$ cat config.mk
export PLATFORM = sky130hd
export DESIGN_NAME = matvec_mac_engine_flat
export DESIGN_NICKNAME = d
export VERILOG_FILES = /design/src/rtl/matvec_mac_engine_if.sv /design/src/rtl/matvec_mac_engine.sv /design/src/flat_wrapper.sv
export SDC_FILE = /design/constraint.sdc
export NUM_CORES = 2
export LEC_CHECK = 0
export BUFFER_PORTS_ARGS = -buffer_cell sky130_fd_sc_hd__buf_4
export CORE_MARGIN = 2
export CORE_UTILIZATION = 40
export DETAILED_ROUTE_END_ITERATION = 12
export GPL_TIMING_DRIVEN = 0
export SLEW_MARGIN = 40
export SYNTH_ARGS = -nofsm -noshare
export SYNTH_HDL_FRONTEND = slang
export SYNTH_SLANG_ARGS = --single-unit
export TNS_END_PERCENT = 50
$ cat constraint.sdc
create_clock -name clk -period 17.4 [get_ports clk]
set_clock_uncertainty 0.1 [all_clocks]
set_input_delay 3.48 -clock clk [delete_from_list [all_inputs] [get_ports clk]]
set_output_delay 3.48 -clock clk [all_outputs]
set_load 0.01 [all_outputs]
$ cat src/rtl/matvec_mac_engine_if.sv
// Handshake bundle between the operand buffers, the matvec_mac_engine and the result register file.
// The engine takes the slave view; whoever feeds operands and drains results takes the master view.
interface matvec_mac_engine_if #(
    parameter int ROWS      = 4,
    parameter int LANES     = 4,
    parameter int IN_WIDTH  = 8,
    parameter int OUT_WIDTH = 8
);
    logic                            signed_mode;
    logic                            in_valid;
    logic                            in_ready;
    logic [ROWS*LANES*IN_WIDTH-1:0]  mat_slice;
    logic [LANES*IN_WIDTH-1:0]       vec_slice;
    logic                            out_valid;
    logic                            out_ready;
    logic [ROWS*OUT_WIDTH-1:0]       y;
    logic [ROWS-1:0]                 sat;
    logic                            busy;

    modport slave (
        input  signed_mode, in_valid, mat_slice, vec_slice, out_ready,
        output in_ready, out_valid, y, sat, busy
    );

    modport master (
        output signed_mode, in_valid, mat_slice, vec_slice, out_ready,
        input  in_ready, out_valid, y, sat, busy
    );
endinterface

$ cat src/rtl/matvec_mac_engine.sv
// Streaming matrix-vector multiply-accumulate: consumes COLUMNS/LANES column slices per vector,
// accumulates each row at full precision, then rounds, shifts and saturates into one result vector.
module matvec_mac_engine #(
    parameter int ROWS      = 4,
    parameter int COLUMNS   = 8,
    parameter int LANES     = 4,
    parameter int IN_WIDTH  = 8,
    parameter int ACC_WIDTH = 2 * IN_WIDTH + $clog2(COLUMNS),
    parameter int OUT_WIDTH = 8,
    parameter int SHIFT     = 0
) (
    input  logic                 clk,
    input  logic                 rst,
    matvec_mac_engine_if.slave   bus
);

    localparam int BEATS  = COLUMNS / LANES;
    localparam int CNT_W  = $clog2(BEATS + 1);
    localparam int PROD_W = 2 * IN_WIDTH + 2;
    localparam int QW     = ACC_WIDTH + 1;
    localparam int RND_SH = (SHIFT > 0) ? SHIFT - 1 : 0;

    localparam logic [QW-1:0]        RND   = (SHIFT > 0) ? (QW'(1) << RND_SH) : '0;
    localparam logic signed [QW-1:0] S_MAX = QW'((2 ** (OUT_WIDTH - 1)) - 1);
    localparam logic signed [QW-1:0] S_MIN = ~S_MAX;
    localparam logic [QW-1:0]        U_MAX = QW'((2 ** OUT_WIDTH) - 1);

    if (SHIFT < 0 || SHIFT >= ACC_WIDTH || (COLUMNS % LANES) != 0 || OUT_WIDTH > ACC_WIDTH)
    begin : g_param_check
        $error("matvec_mac_engine: SHIFT out of range or COLUMNS not a multiple of LANES");
    end

    typedef enum logic [1:0] {
        S_IDLE   = 2'd0,
        S_ACCUM  = 2'd1,
        S_OUTPUT = 2'd2
    } state_e;

    typedef struct packed {
        logic [OUT_WIDTH-1:0] y;
        logic                 sat;
    } quant_t;

    state_e                          state_q, state_d;
    logic [CNT_W-1:0]                cnt_q;
    logic                            mode_q;
    logic [ROWS-1:0][ACC_WIDTH-1:0]  acc_q, acc_d;
    logic [ROWS-1:0][OUT_WIDTH-1:0]  y_q, y_d;
    logic [ROWS-1:0]                 sat_q, sat_d;

    logic in_ready;
    logic out_valid;
    logic busy;
    logic accept;
    logic last_beat;
    logic eff_signed;

    // Round half-up, shift (arithmetic or logical per mode), then clip to the result range.
    function automatic quant_t requant(input logic [ACC_WIDTH-1:0] acc, input logic sgn);
        logic [QW-1:0] ext;
        logic [QW-1:0] sum;
        logic [QW-1:0] t;
        quant_t        q;
        ext = sgn ? {acc[ACC_WIDTH-1], acc} : {1'b0, acc};
        sum = ext + RND;
        if (sgn) t = $signed(sum) >>> SHIFT;
        else     t = sum >> SHIFT;
        q.y   = t[OUT_WIDTH-1:0];
        q.sat = 1'b0;
        if (sgn) begin
            if ($signed(t) > S_MAX) begin
                q.y   = S_MAX[OUT_WIDTH-1:0];
                q.sat = 1'b1;
            end else if ($signed(t) < S_MIN) begin
                q.y   = S_MIN[OUT_WIDTH-1:0];
                q.sat = 1'b1;
            end
        end else if (t > U_MAX) begin
            q.y   = U_MAX[OUT_WIDTH-1:0];
            q.sat = 1'b1;
        end
        return q;
    endfunction

    // ------------------------------------------------------------------ FSM
    always_ff @(posedge clk or posedge rst) begin
        // NOTE: sequential state uses non-blocking assignment so every register samples pre-edge values.
        if (rst) state_q <= S_IDLE;
        else     state_q <= state_d;
    end

    always_comb begin
        // NOTE: defaulting every combinational output first keeps paths that skip an assignment from inferring latches.
        state_d = state_q;
        unique case (state_q)
            S_IDLE, S_ACCUM: begin
                if (last_beat)   state_d = S_OUTPUT;
                else if (accept) state_d = S_ACCUM;
            end
            S_OUTPUT: begin
                if (bus.out_ready) state_d = S_IDLE;
            end
            default: state_d = S_IDLE;
        endcase
    end

    always_comb begin
        in_ready  = 1'b0;
        out_valid = 1'b0;
        busy      = 1'b0;
        unique case (state_q)
            S_IDLE: begin
                in_ready = ~rst;
            end
            S_ACCUM: begin
                in_ready = ~rst;
                busy     = 1'b1;
            end
            S_OUTPUT: begin
                out_valid = 1'b1;
                busy      = 1'b1;
            end
            default: begin
                in_ready  = 1'b0;
                out_valid = 1'b0;
                busy      = 1'b0;
            end
        endcase
    end

    assign bus.in_ready  = in_ready;
    assign bus.out_valid = out_valid;
    assign bus.busy      = busy;
    assign bus.y         = y_q;
    assign bus.sat       = sat_q;

    // ------------------------------------------------------------- datapath
    assign accept     = bus.in_valid & in_ready;
    assign last_beat  = accept && ((state_q == S_IDLE) ? (BEATS == 1)
                                                       : (cnt_q == CNT_W'(BEATS - 1)));
    // The first beat uses the live mode input; later beats use the mode latched on that beat.
    assign eff_signed = (state_q == S_IDLE) ? bus.signed_mode : mode_q;

    always_comb begin
        logic [IN_WIDTH-1:0]        a;
        logic [IN_WIDTH-1:0]        b;
        logic signed [IN_WIDTH:0]   a_x;
        logic signed [IN_WIDTH:0]   b_x;
        logic signed [PROD_W-1:0]   p;
        logic [ACC_WIDTH-1:0]       beat_sum;
        quant_t                     q;
        a        = '0;
        b        = '0;
        a_x      = '0;
        b_x      = '0;
        p        = '0;
        beat_sum = '0;
        q        = '0;
        acc_d    = '0;
        y_d      = '0;
        sat_d    = '0;
        for (int r = 0; r < ROWS; r++) begin
            beat_sum = '0;
            for (int l = 0; l < LANES; l++) begin
                a        = bus.mat_slice[(r*LANES + l)*IN_WIDTH +: IN_WIDTH];
                b        = bus.vec_slice[l*IN_WIDTH +: IN_WIDTH];
                a_x      = {eff_signed & a[IN_WIDTH-1], a};
                b_x      = {eff_signed & b[IN_WIDTH-1], b};
                p        = a_x * b_x;
                beat_sum = beat_sum + ACC_WIDTH'(p);
            end
            acc_d[r] = ((state_q == S_IDLE) ? '0 : acc_q[r]) + beat_sum;
            q        = requant(acc_d[r], eff_signed);
            y_d[r]   = q.y;
            sat_d[r] = q.sat;
        end
    end

    always_ff @(posedge clk or posedge rst) begin
        if (rst) begin
            // NOTE: the accumulator bank is reset so an aborted vector can never leak partial sums.
            acc_q  <= '0;
            cnt_q  <= '0;
            mode_q <= 1'b0;
            y_q    <= '0;
            sat_q  <= '0;
        end else begin
            if (accept) begin
                acc_q <= acc_d;
                if (state_q == S_IDLE) begin
                    cnt_q  <= CNT_W'(1);
                    mode_q <= bus.signed_mode;
                end else begin
                    cnt_q <= cnt_q + CNT_W'(1);
                end
            end
            if (last_beat) begin
                y_q   <= y_d;
                sat_q <= sat_d;
            end
        end
    end

endmodule

$ cat src/flat_wrapper.sv
// flat-port wrapper written by rule: the top's interface ports become plain ports
module matvec_mac_engine_flat 
#(
    parameter int ROWS      = 4,
    parameter int COLUMNS   = 8,
    parameter int LANES     = 4,
    parameter int IN_WIDTH  = 8,
    parameter int ACC_WIDTH = 2 * IN_WIDTH + $clog2(COLUMNS),
    parameter int OUT_WIDTH = 8,
    parameter int SHIFT     = 0
)
  (clk, rst, bus_signed_mode, bus_in_valid, bus_mat_slice, bus_vec_slice, bus_out_ready, bus_in_ready, bus_out_valid, bus_y, bus_sat, bus_busy);
  matvec_mac_engine_if #(.ROWS(ROWS), .LANES(LANES), .IN_WIDTH(IN_WIDTH), .OUT_WIDTH(OUT_WIDTH)) bus_i ();
  input  logic clk;
  input  logic rst;
  input wire logic [$bits(bus_i.signed_mode)-1:0] bus_signed_mode;
  input wire logic [$bits(bus_i.in_valid)-1:0] bus_in_valid;
  input wire logic [$bits(bus_i.mat_slice)-1:0] bus_mat_slice;
  input wire logic [$bits(bus_i.vec_slice)-1:0] bus_vec_slice;
  input wire logic [$bits(bus_i.out_ready)-1:0] bus_out_ready;
  output wire logic [$bits(bus_i.in_ready)-1:0] bus_in_ready;
  output wire logic [$bits(bus_i.out_valid)-1:0] bus_out_valid;
  output wire logic [$bits(bus_i.y)-1:0] bus_y;
  output wire logic [$bits(bus_i.sat)-1:0] bus_sat;
  output wire logic [$bits(bus_i.busy)-1:0] bus_busy;
  assign bus_i.signed_mode = bus_signed_mode;
  assign bus_i.in_valid = bus_in_valid;
  assign bus_i.mat_slice = bus_mat_slice;
  assign bus_i.vec_slice = bus_vec_slice;
  assign bus_i.out_ready = bus_out_ready;
  assign bus_in_ready = bus_i.in_ready;
  assign bus_out_valid = bus_i.out_valid;
  assign bus_y = bus_i.y;
  assign bus_sat = bus_i.sat;
  assign bus_busy = bus_i.busy;
  matvec_mac_engine #(.ROWS(ROWS), .COLUMNS(COLUMNS), .LANES(LANES), .IN_WIDTH(IN_WIDTH), .ACC_WIDTH(ACC_WIDTH), .OUT_WIDTH(OUT_WIDTH), .SHIFT(SHIFT)) u_core (.clk(clk), .rst(rst), .bus(bus_i));
endmodule
; ---- Word level (Yosys, flattened, before mapping)
; Index checks and enable logic that the tools add are counted.
[op_classes]
bitwise_logic = 22
eq_ne = 5
muxes = 34
add_sub_neg = 17
n_mul = 16
n_reduce_logical = 5
order_cmp = 12
[ops]
columns = op, count
row1 = $mul 9x9->18, 16
row2 = $add 19x19->19, 12
row3 = $gt 20x8->1 const B, 8
row4 = $mux 9, 16
row5 = $lt 20x8->1 const B, 4
row6 = $mux 20, 4
row7 = $add 18x18->19, 4
row8 = $mux 19, 4
row9 = $and 1x1->1, 21
row10 = $mux 2, 4
row11 = $mux 1, 5
row12 = $eq 2x1->1 const B, 2
row13 = $pmux 2 s2, 1
row14 = $reduce_or 2->1, 2
row15 = $ne 3x1->1 const B, 1
row16 = $add 2x1->2 const B, 1
row17 = $eq 2x2->1 const B, 1
row18 = $logic_not 2->1, 1
row19 = $ne 2x2->1 const B, 1
row20 = $reduce_and 2->1, 1
row21 = $logic_and 1x1->1, 1
row22 = $not 1->1, 1
[word_totals]
in_bits = 165
word_cells = 123
output_inout_bits = 39
reg_bits = 117

; ---- Logic depth before layout (Yosys ltp)
[logic_depth]
word_depth = 13
ltp_mapped = 52
depth_no_buf = 48

; ---- Least setup slack after synthesis
; Ideal clock, no wire load.
[synth_path]
path_type = input port to flip-flop
from = in bus_signed_mode
to = reg u_core.sat_q[3] (netlist: u_core.bus.sat[3])
required_time_ps = 17164
stages = 45
setup_slack_ps = 2900
arrival_time_ps = 14264
path_buffers = 3
setup_time_ps = 136
cell_sequence = mux2_2 > clkbuf_1 > clkbuf_1 > and2_1 > clkbuf_1 > nand2_1 > fa_1 > fa_1 > inv_1 > fa_1 > fa_1 > inv_1 > fa_1 > inv_1 > ha_1 > o21a_1 > o31ai_1 > a21oi_1 > [9 not listed] > fa_1 > fa_1 > inv_1 > fa_1 > inv_1 > fa_1 > inv_1 > ha_1 > or2_2 > nand3_1 > and2_0 > a31oi_1 > a31oi_1 > xnor2_1 > xnor3_1 > mux2i_1 > nor2_1 > a21oi_1
[synth_via]
elab_chain_cells = 12
word_cells_on_any_way = 25
cone_classes = add/sub: 4 / mul: 4 / order compare: 3 / mux: 6 / bitwise: 8
[synth_rtl]
columns = item, line
row1 = start: declaration, flat_wrapper.sv:16  ; input wire logic [$bits(bus_i.signed_mode)-1:0] bus_signed_mode;
row2 = $mux 1 *, matvec_mac_engine.sv:142  ; assign eff_signed = (state_q == S_IDLE) ? bus.signed_mode : mode_q;
row3 = $and 1x1->1 (on tied branches), "matvec_mac_engine.sv:167, matvec_mac_engine.sv:168"
row4 = $mul 9x9->18, matvec_mac_engine.sv:169  ; p = a_x * b_x;
row5 = $add 18x18->19, matvec_mac_engine.sv:170  ; beat_sum = beat_sum + ACC_WIDTH'(p);
row6 = $add 19x19->19 (2 in a row), matvec_mac_engine.sv:170
row7 = $add 19x19->19, matvec_mac_engine.sv:172  ; acc_d[r] = ((state_q == S_IDLE) ? '0 : acc_q[r]) + beat_sum;
row8 = $mux 20, matvec_mac_engine.sv:64  ; ext = sgn ? {acc[ACC_WIDTH-1], acc} : {1'b0, acc};
row9 = $lt 20x8->1, matvec_mac_engine.sv:74  ; end else if ($signed(t) < S_MIN) begin
row10 = $mux 9, matvec_mac_engine.sv:74
row11 = $mux 9, matvec_mac_engine.sv:71  ; if ($signed(t) > S_MAX) begin
row12 = $mux 9 *, matvec_mac_engine.sv:70  ; if (sgn) begin
row13 = end signal: assignment, matvec_mac_engine.sv:199  ; sat_q <= sat_d;
row14 = end: declaration, matvec_mac_engine.sv:49  ; logic [ROWS-1:0] sat_q, sat_d;
; Mark *: on every way between the ends. The rest lies on a longest branch, timed or not.
; A chain may end at the register's enable or synchronous reset.

; ---- Worst setup path in the final report
[layout_path]
from = in bus_signed_mode
to = reg u_core.y_q, in the netlist u_core.bus.y[26]
[layout_via]
elab_chain_cells = 12
word_cells_on_any_way = 25
cone_classes = add/sub: 4 / mul: 4 / order compare: 3 / mux: 6 / bitwise: 8
[layout_rtl]
columns = item, line
row1 = $mux 1 *, matvec_mac_engine.sv:142
row2 = $and 1x1->1 (on tied branches), "matvec_mac_engine.sv:167, matvec_mac_engine.sv:168"
row3 = $mul 9x9->18, matvec_mac_engine.sv:169
row4 = $add 18x18->19, matvec_mac_engine.sv:170
row5 = $add 19x19->19 (2 in a row), matvec_mac_engine.sv:170
row6 = $add 19x19->19, matvec_mac_engine.sv:172
row7 = $mux 20, matvec_mac_engine.sv:64
row8 = $lt 20x8->1, matvec_mac_engine.sv:74
row9 = $mux 9, matvec_mac_engine.sv:74
row10 = $mux 9, matvec_mac_engine.sv:71
row11 = $mux 9 *, matvec_mac_engine.sv:70
row12 = end signal: assignment, matvec_mac_engine.sv:198  ; y_q <= y_d;
row13 = end: declaration, matvec_mac_engine.sv:48  ; logic [ROWS-1:0][OUT_WIDTH-1:0] y_q, y_d;
; Marks and branches as above.

==> qor.txt <==
Compound-Gate Fraction of Synth Area = 4.10%
Reg area = 2930 um^2
Buffers and inverters on the worst path = 15
Async SR Flop Fraction = 100%
Share of cells above drive strength 1 = 5.27%
Final wirelength = 192000 um
Router iterations before antenna repair = 6
Die Area = 158000 um^2
Post-synthesis mux area share = 1.02%
Measured slew at the worst slew-check pin = 965 ps
Clock-pin slew on the worst setup and hold paths = 70 ps
Sequential area share after synthesis = 4.72%
Synth top cells by count = inv_1, fa_1, ha_1
Nets = 9058
DR DRC count = 0
Grt ovf = 0
Number of global-route vias before repair = 48046
CTS-repair resized insts = 0
Final WS setup = 820 ps
Synthesized flop and latch total = 117
Critical Path AT = 16840 ps
Dpl ws = -183 ps
CTS tree = yes
Crit-path leading delay family = adder cells
Worst skew pair latency = 530 ps
Status = finished, final reports clean
Post-CTS setup buffers = 0
Fill count = 15197
Max_cap viols = 0
CTS root buffer = clkbuf_16
Placeable core area = 154000 um^2
Tmin final = 16580 ps
Initial antenna violation count = 40
Synth Flop Type = dfrtp_1
Footprint of the multi-input gates = 51500 um^2
Final Slew Violations = 0
CP startpoint kind = input pin
Drt initial violations = 3000
Die height = 398 um
CTS Buf Count = 17
DR vias = 44861
Hold_ws = 376 ps
Synthesized-area fraction occupied by adder cells = 60.2%
Chip width = 398 um
Simple-Gate Fraction of Synth Area = 13.8%
Starting Density = 40.2%
Area share of the largest cell type after synthesis = 46.9%
EDFF count, synth = 0
Top-count cell post-synth = inv_1
Row count = 144
YS warnings = 0
Crit Path Class = in2reg
CTS Sinks = 117
WP data required = 17660 ps
Pin count of the biggest net entering global routing = 70
Fmax = 60.3 MHz
Clock Path Buffers = 2
CP Capture Type = flop
Synth top area cells = fa_1, ha_1, inv_1
Synth Instances = 6632
Slowest CP cell = xor2_1
PortBufs = 125
Hold crit path type = reg2reg
Largest family of logic cells by synthesized area = adder cells
Total track usage = 25.2%
WL/cell = 21.7 um
RSZ-0062 raised after global routing = no
H-tree levels = 4
Routability congestion estimate = 1.01
P&R area growth vs syn = 7.40%
IO Count = 204
Cell variety after synth = 71
Final Hold Fails = 0
Most used cell along the critical path = fa_1
Util after Layout = 43.2%
Slew headroom = 35.6%
Synth area leader = fa_1
CTS Hold Buffers Added = 0
XOR/XNOR share of the synthesized area = 3.83%
Mean post-synth cell area = 9.34 um^2
First-pass GRT wire length = 293000 um
Final period utilization = 95.3%
Syn_nets = 8905
Vias per Instance = 5.06
Peak per-stage delay on the critical path = 690 ps
Critical path fanouts, max = 9
Synthesized area = 62000 um^2
Final setup fails = 0
Post-DP HPWL = 167000 um
Antenna Nets Post-Route = 0
-- stage by stage --
stage               TNS (ps)  area [um^2]  std cells
finish                     0        66600       8861
global route               0        66500       8847
CTS                        0        66500       8841
detailed placement     -1410        65800       8809
global placement      -38400        65500       8801
floorplan                  0        62000       6632
-- final timing paths --
check / startpoint / end / slack [ps] / cells past startpoint
worst min register to register: u_core.acc_q[75]$_DFFE_PP0P_ / u_core.acc_q[75]$_DFFE_PP0P_ / 380 / 2
min in group asynchronous: rst / u_core.state_q[0]$_DFFE_PP0P_ / 2890 / 2
max in group asynchronous: rst / u_core.acc_q[70]$_DFFE_PP0P_ / 13510 / 3
worst max register to register: u_core.state_q[0]$_DFFE_PP0P_ / u_core.bus.y[26]$_DFFE_PP0P_ / 2620 / 51
worst min-delay path: u_core.acc_q[75]$_DFFE_PP0P_ / u_core.acc_q[75]$_DFFE_PP0P_ / 380 / 2
worst max-delay path: bus_signed_mode / u_core.bus.y[26]$_DFFE_PP0P_ / 820 / 49
-- cells in the final DEF, fill, tap and decap left out, drive strengths merged, types with 5 or more instances in the layout --
cell type,count
inv,1789
fa,1452
ha,656
nand2,641
and2,531
clkbuf,236
xnor2,192
buf,169
nand2b,129
dfrtp,117
nor2,116
a21oi,94
xor2,69
and3,64
o21ai,62
nor2b,61
mux2,52
nand3,47
a21o,37
o21a,35
nor3,31
o21bai,24
diode,19
or2,18
or3,15
a31oi,15
o221a,14
nand4,9
a211oi,9
a2111oi,9
o211ai,8
o31ai,8
o2bb2ai,8
o41ai,7
nor4,7
a31o,5
a311oi,5
clkinv,5
-- registers in the layout, summed over array words and instances (netlist names) --
name            cells
u_core.state_q      2
u_core.acc_q       76
u_core.cnt_q        2
u_core.bus.sat      4
u_core.bus.y       32
u_core.mode_q       1
-- routing by layer --
metal	track usage [%]	share of wire, %	vias to the layer above	routed length (um)
met4	12.9	6.2	28	11900
met2	39.4	45	1613	87100
li1	-	-	19732	-
met3	6.08	8.5	322	16300
met5	0	0.099	-	189
met1	32.5	40	23166	76300
-- cells by family (layout without fill, tap and decap cells) --
| kind of cell | count (synthesis) | in the layout |
|---|---|---|
| muxes | 56 | 56 |
| and+or+nand+nor | 1681 | 1681 |
| other | 0 | 19 |
| xor gates and xnor gates | 265 | 265 |
| buffers and inverters | 2038 | 2204 |
| AOI/OAI and AO/OA | 367 | 367 |
| adders and majority gates | 2108 | 2108 |
| DFF | 117 | 117 |
-- tightest hold or removal path, delay by kind of cell, from the launching register on --
family             cells  cell delay (ps)
AOI/OAI and AO/OA      1               60
and+or+nand+nor        1               40
DFF                    1              340
-- area by class of cell --
class / count / area share (%)
clock inverter: 13 / 0.291
multi-input combinational: 4477 / 77.4
timing repair buffer: 134 / 1.66
antenna: 19 / 0.0714
inverter: 1786 / 10.1
sequential: 117 / 4.40
buffer: 252 / 1.56
tap: 2044 / 3.84
clock buffer: 19 / 0.681
Power is left out: the tool's default activity adds up to more than one toggle a clock period on the data nets, which glitch-free logic cannot reach.
